**src/rtl/square_ctl_pkg.sv**
```systemverilog
// Shared types for the square overlay position controller.
// Wrap-around behaviour is selected with SQUARE_CTL_WRAP_EN.
package square_ctl_pkg;

  typedef enum logic [1:0] {
    IDLE   = 2'd0,
    CALC   = 2'd1,
    COMMIT = 2'd2
  } state_t;

  // Signed so that a step past the left/top edge shows up as a negative candidate.
  typedef logic signed [12:0] pos_t;

  function automatic pos_t clamp_load(input logic [11:0] v, input pos_t max);
    pos_t vv;
    vv = pos_t'({1'b0, v});
    return (vv > max) ? max : vv;
  endfunction

endpackage

```
**src/rtl/square_ctl_if.sv**
```systemverilog
// Direction, load handshake and position bundle between the VGA pipeline and square_ctl.
interface square_ctl_if;
  logic        vblnk;
  logic        btn_up;
  logic        btn_down;
  logic        btn_left;
  logic        btn_right;
  logic        load_valid;
  logic [11:0] load_x;
  logic [11:0] load_y;
  logic        load_ready;
  logic [11:0] xpos_square;
  logic [11:0] ypos_square;
  logic        frame_tick;
  logic        moving;

  modport master (
    output vblnk, btn_up, btn_down, btn_left, btn_right,
    output load_valid, load_x, load_y,
    input  load_ready, xpos_square, ypos_square, frame_tick, moving
  );

  modport slave (
    input  vblnk, btn_up, btn_down, btn_left, btn_right,
    input  load_valid, load_x, load_y,
    output load_ready, xpos_square, ypos_square, frame_tick, moving
  );
endinterface

```
**src/rtl/square_ctl_axis.sv**
```systemverilog
// One-axis next-position computation: clamps to [0, max], or wraps when
// SQUARE_CTL_WRAP_EN is defined.
module square_axis
  import square_ctl_pkg::*;
(
  input  pos_t pos,
  input  logic inc,
  input  logic dec,
  input  pos_t step,
  input  pos_t max,
  output pos_t next,
  output logic moved
);

  pos_t cand;

  // Opposing requests cancel, leaving the axis still.
  always_comb begin
    cand = pos;
    if (inc && !dec)
      cand = pos + step;
    else if (dec && !inc)
      cand = pos - step;
  end

  assign moved = inc ^ dec;

`ifdef SQUARE_CTL_WRAP_EN
  always_comb begin
    next = cand;
    if (cand < 13'sd0)
      next = cand + max + 13'sd1;
    else if (cand > max)
      next = cand - max - 13'sd1;
  end
`else
  always_comb begin
    next = cand;
    if (cand < 13'sd0)
      next = 13'sd0;
    else if (cand > max)
      next = max;
  end
`endif

endmodule

```
**src/rtl/square_ctl.sv**
```systemverilog
// Per-frame square position controller; updates only on the vblank rising edge
// or an absolute load. Optional wrap mode: SQUARE_CTL_WRAP_EN.
module square_ctl
  import square_ctl_pkg::*;
#(
  parameter int H_ACTIVE     = 800,
  parameter int V_ACTIVE     = 600,
  parameter int WIDTH        = 8,
  parameter int HEIGHT       = 8,
  parameter int STEP         = 2,
  parameter int ACCEL_FRAMES = 16,
  parameter int INIT_X       = 396,
  parameter int INIT_Y       = 296
) (
  input logic         clk,
  input logic         rst,
  square_ctl_if.slave bus
);

  localparam pos_t       X_MAX   = pos_t'(H_ACTIVE - 1 - WIDTH);
  localparam pos_t       Y_MAX   = pos_t'(V_ACTIVE - 1 - HEIGHT);
  localparam pos_t       STEP_LO = pos_t'(STEP);
  localparam pos_t       STEP_HI = pos_t'(2 * STEP);
  localparam logic [7:0] ACCEL   = 8'(ACCEL_FRAMES);

  state_t     state;
  logic       vblnk_q;
  logic [3:0] dir_q;
  logic [7:0] hold_cnt;
  pos_t       x_q, y_q, nx_q, ny_q;
  logic       mv_q, moving_q;

  logic edge_det, load_fire, x_moved, y_moved;
  pos_t step, x_next, y_next;

  assign edge_det       = bus.vblnk & ~vblnk_q;
  assign bus.load_ready = (state == IDLE) & ~rst;
  assign load_fire      = bus.load_valid & bus.load_ready;
  assign step           = (hold_cnt < ACCEL) ? STEP_LO : STEP_HI;

  // dir_q = {up, down, left, right}; screen y grows downwards.
  square_axis u_axis_x (
    .pos(x_q), .inc(dir_q[0]), .dec(dir_q[1]), .step(step), .max(X_MAX),
    .next(x_next), .moved(x_moved)
  );

  square_axis u_axis_y (
    .pos(y_q), .inc(dir_q[2]), .dec(dir_q[3]), .step(step), .max(Y_MAX),
    .next(y_next), .moved(y_moved)
  );

  // A load in the edge cycle takes priority and swallows that frame's move.
  always_ff @(posedge clk) begin
    if (rst) begin
      state    <= IDLE;
      vblnk_q  <= 1'b0;
      dir_q    <= 4'd0;
      hold_cnt <= 8'd0;
      x_q      <= pos_t'(INIT_X);
      y_q      <= pos_t'(INIT_Y);
      nx_q     <= pos_t'(INIT_X);
      ny_q     <= pos_t'(INIT_Y);
      mv_q     <= 1'b0;
      moving_q <= 1'b0;
    end else begin
      vblnk_q <= bus.vblnk;
      case (state)
        IDLE: begin
          if (load_fire) begin
            x_q      <= clamp_load(bus.load_x, X_MAX);
            y_q      <= clamp_load(bus.load_y, Y_MAX);
            hold_cnt <= 8'd0;
          end else if (edge_det) begin
            dir_q <= {bus.btn_up, bus.btn_down, bus.btn_left, bus.btn_right};
            state <= CALC;
          end
        end
        CALC: begin
          nx_q  <= x_next;
          ny_q  <= y_next;
          mv_q  <= x_moved | y_moved;
          state <= COMMIT;
        end
        COMMIT: begin
          x_q      <= nx_q;
          y_q      <= ny_q;
          moving_q <= mv_q;
          if (!mv_q)
            hold_cnt <= 8'd0;
          else if (hold_cnt < ACCEL)
            hold_cnt <= hold_cnt + 8'd1;
          state <= IDLE;
        end
        default: state <= IDLE;
      endcase
    end
  end

  assign bus.xpos_square = x_q[11:0];
  assign bus.ypos_square = y_q[11:0];
  assign bus.frame_tick  = (state == COMMIT);
  assign bus.moving      = moving_q;

endmodule

```
**src/flat_wrapper.sv**
```systemverilog
// flat-port wrapper written by rule: the top's interface ports become plain ports
module square_ctl_flat import square_ctl_pkg::*;
#(
  parameter int H_ACTIVE     = 800,
  parameter int V_ACTIVE     = 600,
  parameter int WIDTH        = 8,
  parameter int HEIGHT       = 8,
  parameter int STEP         = 2,
  parameter int ACCEL_FRAMES = 16,
  parameter int INIT_X       = 396,
  parameter int INIT_Y       = 296
)
  (clk, rst, bus_vblnk, bus_btn_up, bus_btn_down, bus_btn_left, bus_btn_right, bus_load_valid, bus_load_x, bus_load_y, bus_load_ready, bus_xpos_square, bus_ypos_square, bus_frame_tick, bus_moving);
  square_ctl_if bus_i ();
  input logic clk;
  input logic rst;
  input wire logic [$bits(bus_i.vblnk)-1:0] bus_vblnk;
  input wire logic [$bits(bus_i.btn_up)-1:0] bus_btn_up;
  input wire logic [$bits(bus_i.btn_down)-1:0] bus_btn_down;
  input wire logic [$bits(bus_i.btn_left)-1:0] bus_btn_left;
  input wire logic [$bits(bus_i.btn_right)-1:0] bus_btn_right;
  input wire logic [$bits(bus_i.load_valid)-1:0] bus_load_valid;
  input wire logic [$bits(bus_i.load_x)-1:0] bus_load_x;
  input wire logic [$bits(bus_i.load_y)-1:0] bus_load_y;
  output wire logic [$bits(bus_i.load_ready)-1:0] bus_load_ready;
  output wire logic [$bits(bus_i.xpos_square)-1:0] bus_xpos_square;
  output wire logic [$bits(bus_i.ypos_square)-1:0] bus_ypos_square;
  output wire logic [$bits(bus_i.frame_tick)-1:0] bus_frame_tick;
  output wire logic [$bits(bus_i.moving)-1:0] bus_moving;
  assign bus_i.vblnk = bus_vblnk;
  assign bus_i.btn_up = bus_btn_up;
  assign bus_i.btn_down = bus_btn_down;
  assign bus_i.btn_left = bus_btn_left;
  assign bus_i.btn_right = bus_btn_right;
  assign bus_i.load_valid = bus_load_valid;
  assign bus_i.load_x = bus_load_x;
  assign bus_i.load_y = bus_load_y;
  assign bus_load_ready = bus_i.load_ready;
  assign bus_xpos_square = bus_i.xpos_square;
  assign bus_ypos_square = bus_i.ypos_square;
  assign bus_frame_tick = bus_i.frame_tick;
  assign bus_moving = bus_i.moving;
  square_ctl #(.H_ACTIVE(H_ACTIVE), .V_ACTIVE(V_ACTIVE), .WIDTH(WIDTH), .HEIGHT(HEIGHT), .STEP(STEP), .ACCEL_FRAMES(ACCEL_FRAMES), .INIT_X(INIT_X), .INIT_Y(INIT_Y)) u_core (.clk(clk), .rst(rst), .bus(bus_i));
endmodule
```
**config.mk**
```make
export PLATFORM = sky130hd
export DESIGN_NAME = square_ctl_flat
export DESIGN_NICKNAME = d
export VERILOG_FILES = /design/src/rtl/square_ctl_pkg.sv /design/src/rtl/square_ctl_if.sv /design/src/rtl/square_ctl_axis.sv /design/src/rtl/square_ctl.sv /design/src/flat_wrapper.sv
export SDC_FILE = /design/constraint.sdc
export NUM_CORES = 1
export LEC_CHECK = 0
export BUFFER_PORTS_ARGS = -buffer_cell sky130_fd_sc_hd__buf_4
export CORE_UTILIZATION = 55
export CTS_CLUSTER_DIAMETER = 200
export CTS_CLUSTER_SIZE = 8
export DETAILED_ROUTE_END_ITERATION = 8
export PLACE_DENSITY = 0.85
export SLEW_MARGIN = 20
export SYNTH_ARGS = -nofsm -noshare
export SYNTH_HDL_FRONTEND = slang
export SYNTH_HIERARCHICAL = 1
export SYNTH_SLANG_ARGS = --single-unit
```
**constraint.sdc**
```tcl
create_clock -name clk -period 7.86 [get_ports clk]
set_input_delay 1.179 -clock clk [delete_from_list [all_inputs] [get_ports clk]]
set_output_delay 1.179 -clock clk [all_outputs]
set_load 0.01 [all_outputs]
```
Word-level counts from Yosys, hierarchy flattened
Cells that the tools add are included.
- flip-flop bits (word level): 69
- latch bits: 0
- memory bits (writable): 0
- memory bits (read-only): 0
- input port bits: 32
- output and inout port bits: 27
- word-level logic and storage cells: 73
- memories kept: 0
- add/sub/neg operators: 5
- multipliers: 0
- div/mod/pow operators: 0
- order comparisons: 7
- equal/unequal tests: 6
- shift-type cells: 0
- multiplexer cells: 22
- bitwise logic cells: 9
- reduce and logical (&&, ||, !) cells: 14
- operator list (kind ; count):
    two-way mux 13 bit ; 10
    case mux 13 bit (2 select lines) ; 2
    adder 13 bit ; 2
    greater-than comparator 13 x 11 -> 1 bit (second input constant) ; 2
    < comparator 13 x 1 -> 1 bit (second input constant) ; 2
    subtractor 13 bit ; 2
    greater-than comparator 12 x 10 -> 1 bit (second input constant) ; 2
    two-way mux 12 bit ; 2
    two-way mux 8 bit ; 3
    case mux 8 bit (2 select lines) ; 1
    adder 8 x 1 -> 8 bit (second input constant) ; 1
    < comparator 8 x 5 -> 1 bit (second input constant) ; 1
    AND reduction 3 bit ; 2
    logical AND 1 bit ; 4
    zero test 1 bit ; 4
    two-way mux 2 bit ; 2
    inequality test 2 x 1 -> 1 bit (second input constant) ; 2
    case mux 2 bit (2 select lines) ; 1
    AND reduction 2 bit ; 2
    bitwise AND 1 bit ; 3
    two-way mux 3 bit ; 1
    inequality test 3 bit (second input constant) ; 1
    NOT 1 bit ; 3
    == test 2 x 1 -> 1 bit (second input constant) ; 1
    other kinds (6) ; 7

Logic depth before layout (Yosys ltp)
- word-level depth: 8
- gate-level depth with buffers: 24

Hierarchy
Netlist, hierarchy kept.
- by module, submodules not included (module ; instances ; cells an instance ; area each (um^2)):
    square_ctl ; 1 ; 350 ; 2896.5
    square_axis at u_core.u_axis_y ; 1 ; 303 ; 2083.2
    square_axis at u_core.u_axis_x ; 1 ; 298 ; 2067.0

Worst setup path before layout
No wires, ideal clock.
- path kind: reg2reg
- start: register u_core.hold_cnt[6]
- end: register u_core.nx_q[7]
- setup time: 0.062 ns
- arrival: 4.787 ns
- path slack: 3.011 ns
- cell stages (with the launch flop): 22
- clock period less this slack: 4.849 ns
- cell sequence: dfxtp_1 > nor4_4 > inv_1 > fa_1 > o21bai_1 > a211oi_2 > o211ai_2 > a221o_1 > xnor2_1 > o22ai_2 > xor2_2 > buf_6 > ha_1 > and4_1 > nand2_1 > a311oi_1 > a2111oi_2 > mux2_2 > a2111o_1 > a21oi_1 > nand2_1 > nand3_1
- cells in the longest elaborated chain, start to end: 8
- elaborated cells on any way between the ends: 10
- ends and longest elaborated chain (element ; line ; text):
    start: declaration ; square_ctl.sv:29 ; logic [7:0] hold_cnt;
    start signal: assignment ; square_ctl.sv:91 ; hold_cnt <= hold_cnt + 8'd1;
    < comparator 8 x 5 -> 1 bit (*) ; square_ctl.sv:39 ; assign step = (hold_cnt < ACCEL) ? STEP_LO : STEP_HI;
    two-way mux 3 bit (*) ; square_ctl.sv:39 ;
    via u_core.step[1] ; square_ctl.sv:34 ; pos_t step, x_next, y_next;
    subtractor 13 bit ; square_ctl_axis.sv:23 ; cand = pos - step;
    two-way mux 13 bit ; square_ctl_axis.sv:22 ; else if (dec && !inc)
    two-way mux 13 bit (*) ; square_ctl_axis.sv:20 ; if (inc && !dec)
    greater-than comparator 13 x 11 -> 1 bit ; square_ctl_axis.sv:41 ; else if (cand > max)
    two-way mux 13 bit ; square_ctl_axis.sv:41 ;
    two-way mux 13 bit (*) ; square_ctl_axis.sv:39 ; if (cand < 13'sd0)
    via u_core.x_next[7] ; square_ctl.sv:34 ;
    end signal: assignment ; square_ctl.sv:61 ; nx_q <= pos_t'(INIT_X);
    end signal: assignment ; square_ctl.sv:79 ; nx_q <= x_next;
    end: declaration ; square_ctl.sv:30 ; pos_t x_q, y_q, nx_q, ny_q;
Mark *: on every way through the listed nets, which the timed path passes. The rest lies on a longest branch.
A chain may end at the register's enable or synchronous reset.

Worst setup path in the final report
- start: register u_core.hold_cnt[6]
- end: register u_core.nx_q[4]
Same word-level chain as after synthesis.

==> run metrics <==
GRT met2 Usage 46.9%; Syn Inst Count 951; global route overflow 0; CP endpoint kind flop; hold path cells 2; Total GRT Usage 29.5%; maximum clock frequency 168 MHz; number of global-route vias before repair 6379; CP Buf/Inv Count 3; CP most frequent cell inv_1; Worst Hold Path EP u_core/x_q[12]$_SDFFE_PP0P_; HPWL after DPL 13900 um; synthesized area per cell 7.41 um^2; final hold slack 0.452 ns; fillers 1064; clock-pin slew on the worst setup and hold paths 0.06 ns; FF+latch area 1380 um^2; leakage 3.57 nW; CP Data Required Time 8.06 ns; Iter 0 DRT Violations 577; Slew @ Worst Pin 1.01 ns; Sink Count 69; Worst VDD drop 0.000163 V; Final Setup Violations 0; final hold violation count 0; largest net degree at the start of global routing 60; startpoint types flop; WL/cell 15.6 um; Post-synth EDFFs 0; Final Skew 0.00608 ns; Critical Path AT 6.14 ns; die area 13300 um^2; synthesized flop and latch total 69; GPL Wtd Cong 0.953; worst skew pair latency 0.34 ns; ant diodes 0; PostCTS Resize Cnt 0; ANT nets after route 0; H-tree depth 3; placed cells 1191; Worst R2R Start u_core/hold_cnt[6]$_SDFFE_PP0P_; initial cell density of the core 57.5%; crit-path leading delay family compound AO/OA/AOI/OAI gates; Vias 7006; clock buffer depth 2; Post-synth ARST share 0%; first-pass GRT wire length 30900 um; nets 1149; DRC viols 0; initial antenna violation count 0; Worst path max stage delay 0.64 ns; CTS tree yes; hold_buf cts 0; Synth-to-Final Area Change 12.9%; Via density 5.80; met3 Use GR 7.54%; Max FO, Critical Path 19; reg2reg path depth 22; ys flop type dfxtp_1; Fin Setup TNS 0 ns; worst relative slew slack 32.7%; PwrDens 160 nW/um^2; Synth Warn # 6; Final Cycle Share 75.6%; max_cap viols 0; worst-path cell chain nor4_4 -> inv_1 -> inv_1 -> ha_1 -> o21bai_1 -> a211oi_2 -> o211ai_2 -> a221o_1 -> xnor2_1 -> o22ai_2 -> xor2_2 -> ha_1 -> and4_1 -> nand2_1 -> a311oi_1 -> a2111oi_2 -> mux2_2 -> inv_1 -> mux2i_1 -> nor2_1 -> nand2_1 -> a21oi_1; Netlist cell types 88; Die Height 115 um; Worst Hold Launch u_core/nx_q[12]$_SDFFE_PP0N_; met1 GRT Util 38.6%; Hold Path Class flop to flop; RSZ-0062 raised after global routing no; share of cells above drive strength 1 11.4%; Multi-input gate area 5260 um^2; CTS buffer count 9; I/O pins 59; post-layout min period 5.94 ns; worst reg-to-reg setup slack 1.92 ns; max-slew violations 0; clk root buf clkbuf_16; Initial DRT Pass Iterations 5; setup bufs post-CTS 0; mapped cell area 7050 um^2; critical path class flop to flop; Row Count 40; core box area 12300 um^2; sequential area share after synthesis 19.6%; GR peak layer met2; R2R Path End u_core/nx_q[4]$_SDFFE_PP0N_; WL final 18900 um; Port Buffers 58; fin cells 1207; slowest stage cell, crit path nor4_4; Pwr Total 1.28 mW; run status finished, final reports clean; Horiz. Die Dim 115 um
[state kept, by name (all words and copies together), names as in the netlist]
name and count:
u_core/vblnk_q 1, u_core/mv_q 1, u_core/ny_q 13, u_core/y_q 13
u_core/nx_q 13, u_core/hold_cnt 8, u_core/x_q 13, u_core/bus.moving 1
u_core/dir_q 4, u_core/state 2
[cells in the mapped netlist, types with 12 or more instances]
cell / number / share of area [%]
nor3_1: 14 / 0.99
inv_1: 86 / 4.6
a21o_1: 14 / 1.5
nand2_1: 115 / 6.1
nor2b_1: 28 / 2.5
nor2_1: 78 / 4.2
a211oi_1: 12 / 1.3
o21ai_0: 36 / 2.6
a21oi_1: 80 / 5.7
dfxtp_1: 69 / 20
ha_1: 79 / 14
buf_2: 14 / 0.99
clkbuf_1: 29 / 1.5
o22ai_1: 12 / 1.1
buf_4: 27 / 2.9
mux2i_1: 12 / 1.7
nand3_1: 37 / 2.6
[worst reg2reg max path: stages, from the launching register on]
cell and delay, ns:
dfxtp_1 0.33, nor4_4 0.64, inv_1 0.28, inv_1 0.12, ha_1 0.28, o21bai_1 0.17
a211oi_2 0.27, o211ai_2 0.14, a221o_1 0.32, xnor2_1 0.19, o22ai_2 0.12, xor2_2 0.61
ha_1 0.38, and4_1 0.24, nand2_1 0.09, a311oi_1 0.06, a2111oi_2 0.39, mux2_2 0.53
inv_1 0.25, mux2i_1 0.22, nor2_1 0.06, nand2_1 0.08, a21oi_1 0.06
[through the flow]
step	util [%]	worst slack, ns	instance area (um^2)
after floorplan	-	3.01	7360
after global placement	62.2	2.23	7630
after detailed placement	62.2	2.06	7630
after CTS	64.9	1.98	7950
after global routing	64.9	1.58	7950
final	64.9	1.92	7950
[how the worst max path moves through the flow]
stage	from	end	slack, ns	cells past startpoint
floorplan	u_core/hold_cnt[6]$_SDFFE_PP0P_	u_core/nx_q[7]$_SDFFE_PP1N_	3.01	21
global placement	u_core/hold_cnt[6]$_SDFFE_PP0P_	u_core/nx_q[4]$_SDFFE_PP0N_	2.23	22
CTS	u_core/hold_cnt[6]$_SDFFE_PP0P_	u_core/nx_q[4]$_SDFFE_PP0N_	1.98	22
global route	u_core/hold_cnt[6]$_SDFFE_PP0P_	u_core/nx_q[4]$_SDFFE_PP0N_	1.58	22
finish	u_core/hold_cnt[6]$_SDFFE_PP0P_	u_core/nx_q[4]$_SDFFE_PP0N_	1.92	22
detailed placement	u_core/hold_cnt[6]$_SDFFE_PP0P_	u_core/nx_q[4]$_SDFFE_PP0N_	2.06	22
[layout by cell type (no fill, tap or decap), drive strengths merged, types with 5 or more instances in the layout]
master,count
a211oi,21
a21o,14
a21oi,82
a221o,5
a22oi,7
a2bb2oi,5
a31oi,10
and3,8
buf,61
clkbuf,10
conb,86
dfxtp,69
ha,79
inv,88
mux2i,12
nand2,116
nand2b,6
nand3,37
nand4,9
nor2,78
nor2b,28
nor3,17
nor3b,6
nor4,6
o211ai,11
o21a,6
o21ai,37
o21bai,8
o22ai,13
o31ai,8
or3,7
xnor2,11
[power breakdown]
group	internal [mW]	switching, mW
combinational	0.178	0.263
sequential	0.367	0.0210
clock	0.281	0.166
total	0.827	0.450
[final cells by class]
cell class / count / area share, %
multi-input combinational: 807 / 66.1
sequential: 69 / 17.4
timing repair buffer: 61 / 5.76
inverter: 86 / 4.06
clock buffer: 10 / 2.88
tap: 168 / 2.64
clock inverter: 6 / 1.20
[logic make-up after synthesis]
kind of cell	synth area share, %
multiplexers	2.18
flip-flops	19.6
other	0.107
adder cells (fa/ha/maj)	15.2
buffers and inverters	10.4
XOR/XNOR	1.83
AND/OR/NAND/NOR	23.6
AO/OA/AOI/OAI	27.1
[layer usage]
metal	part of all wire (%)	wire length (um)	up-vias
met5	0	0	-
met4	2.2	421	0
met3	8.5	1610	38
met2	46	8590	309
met1	44	8240	3221
li1	-	-	3438
(Power assumes the default switching activity.)
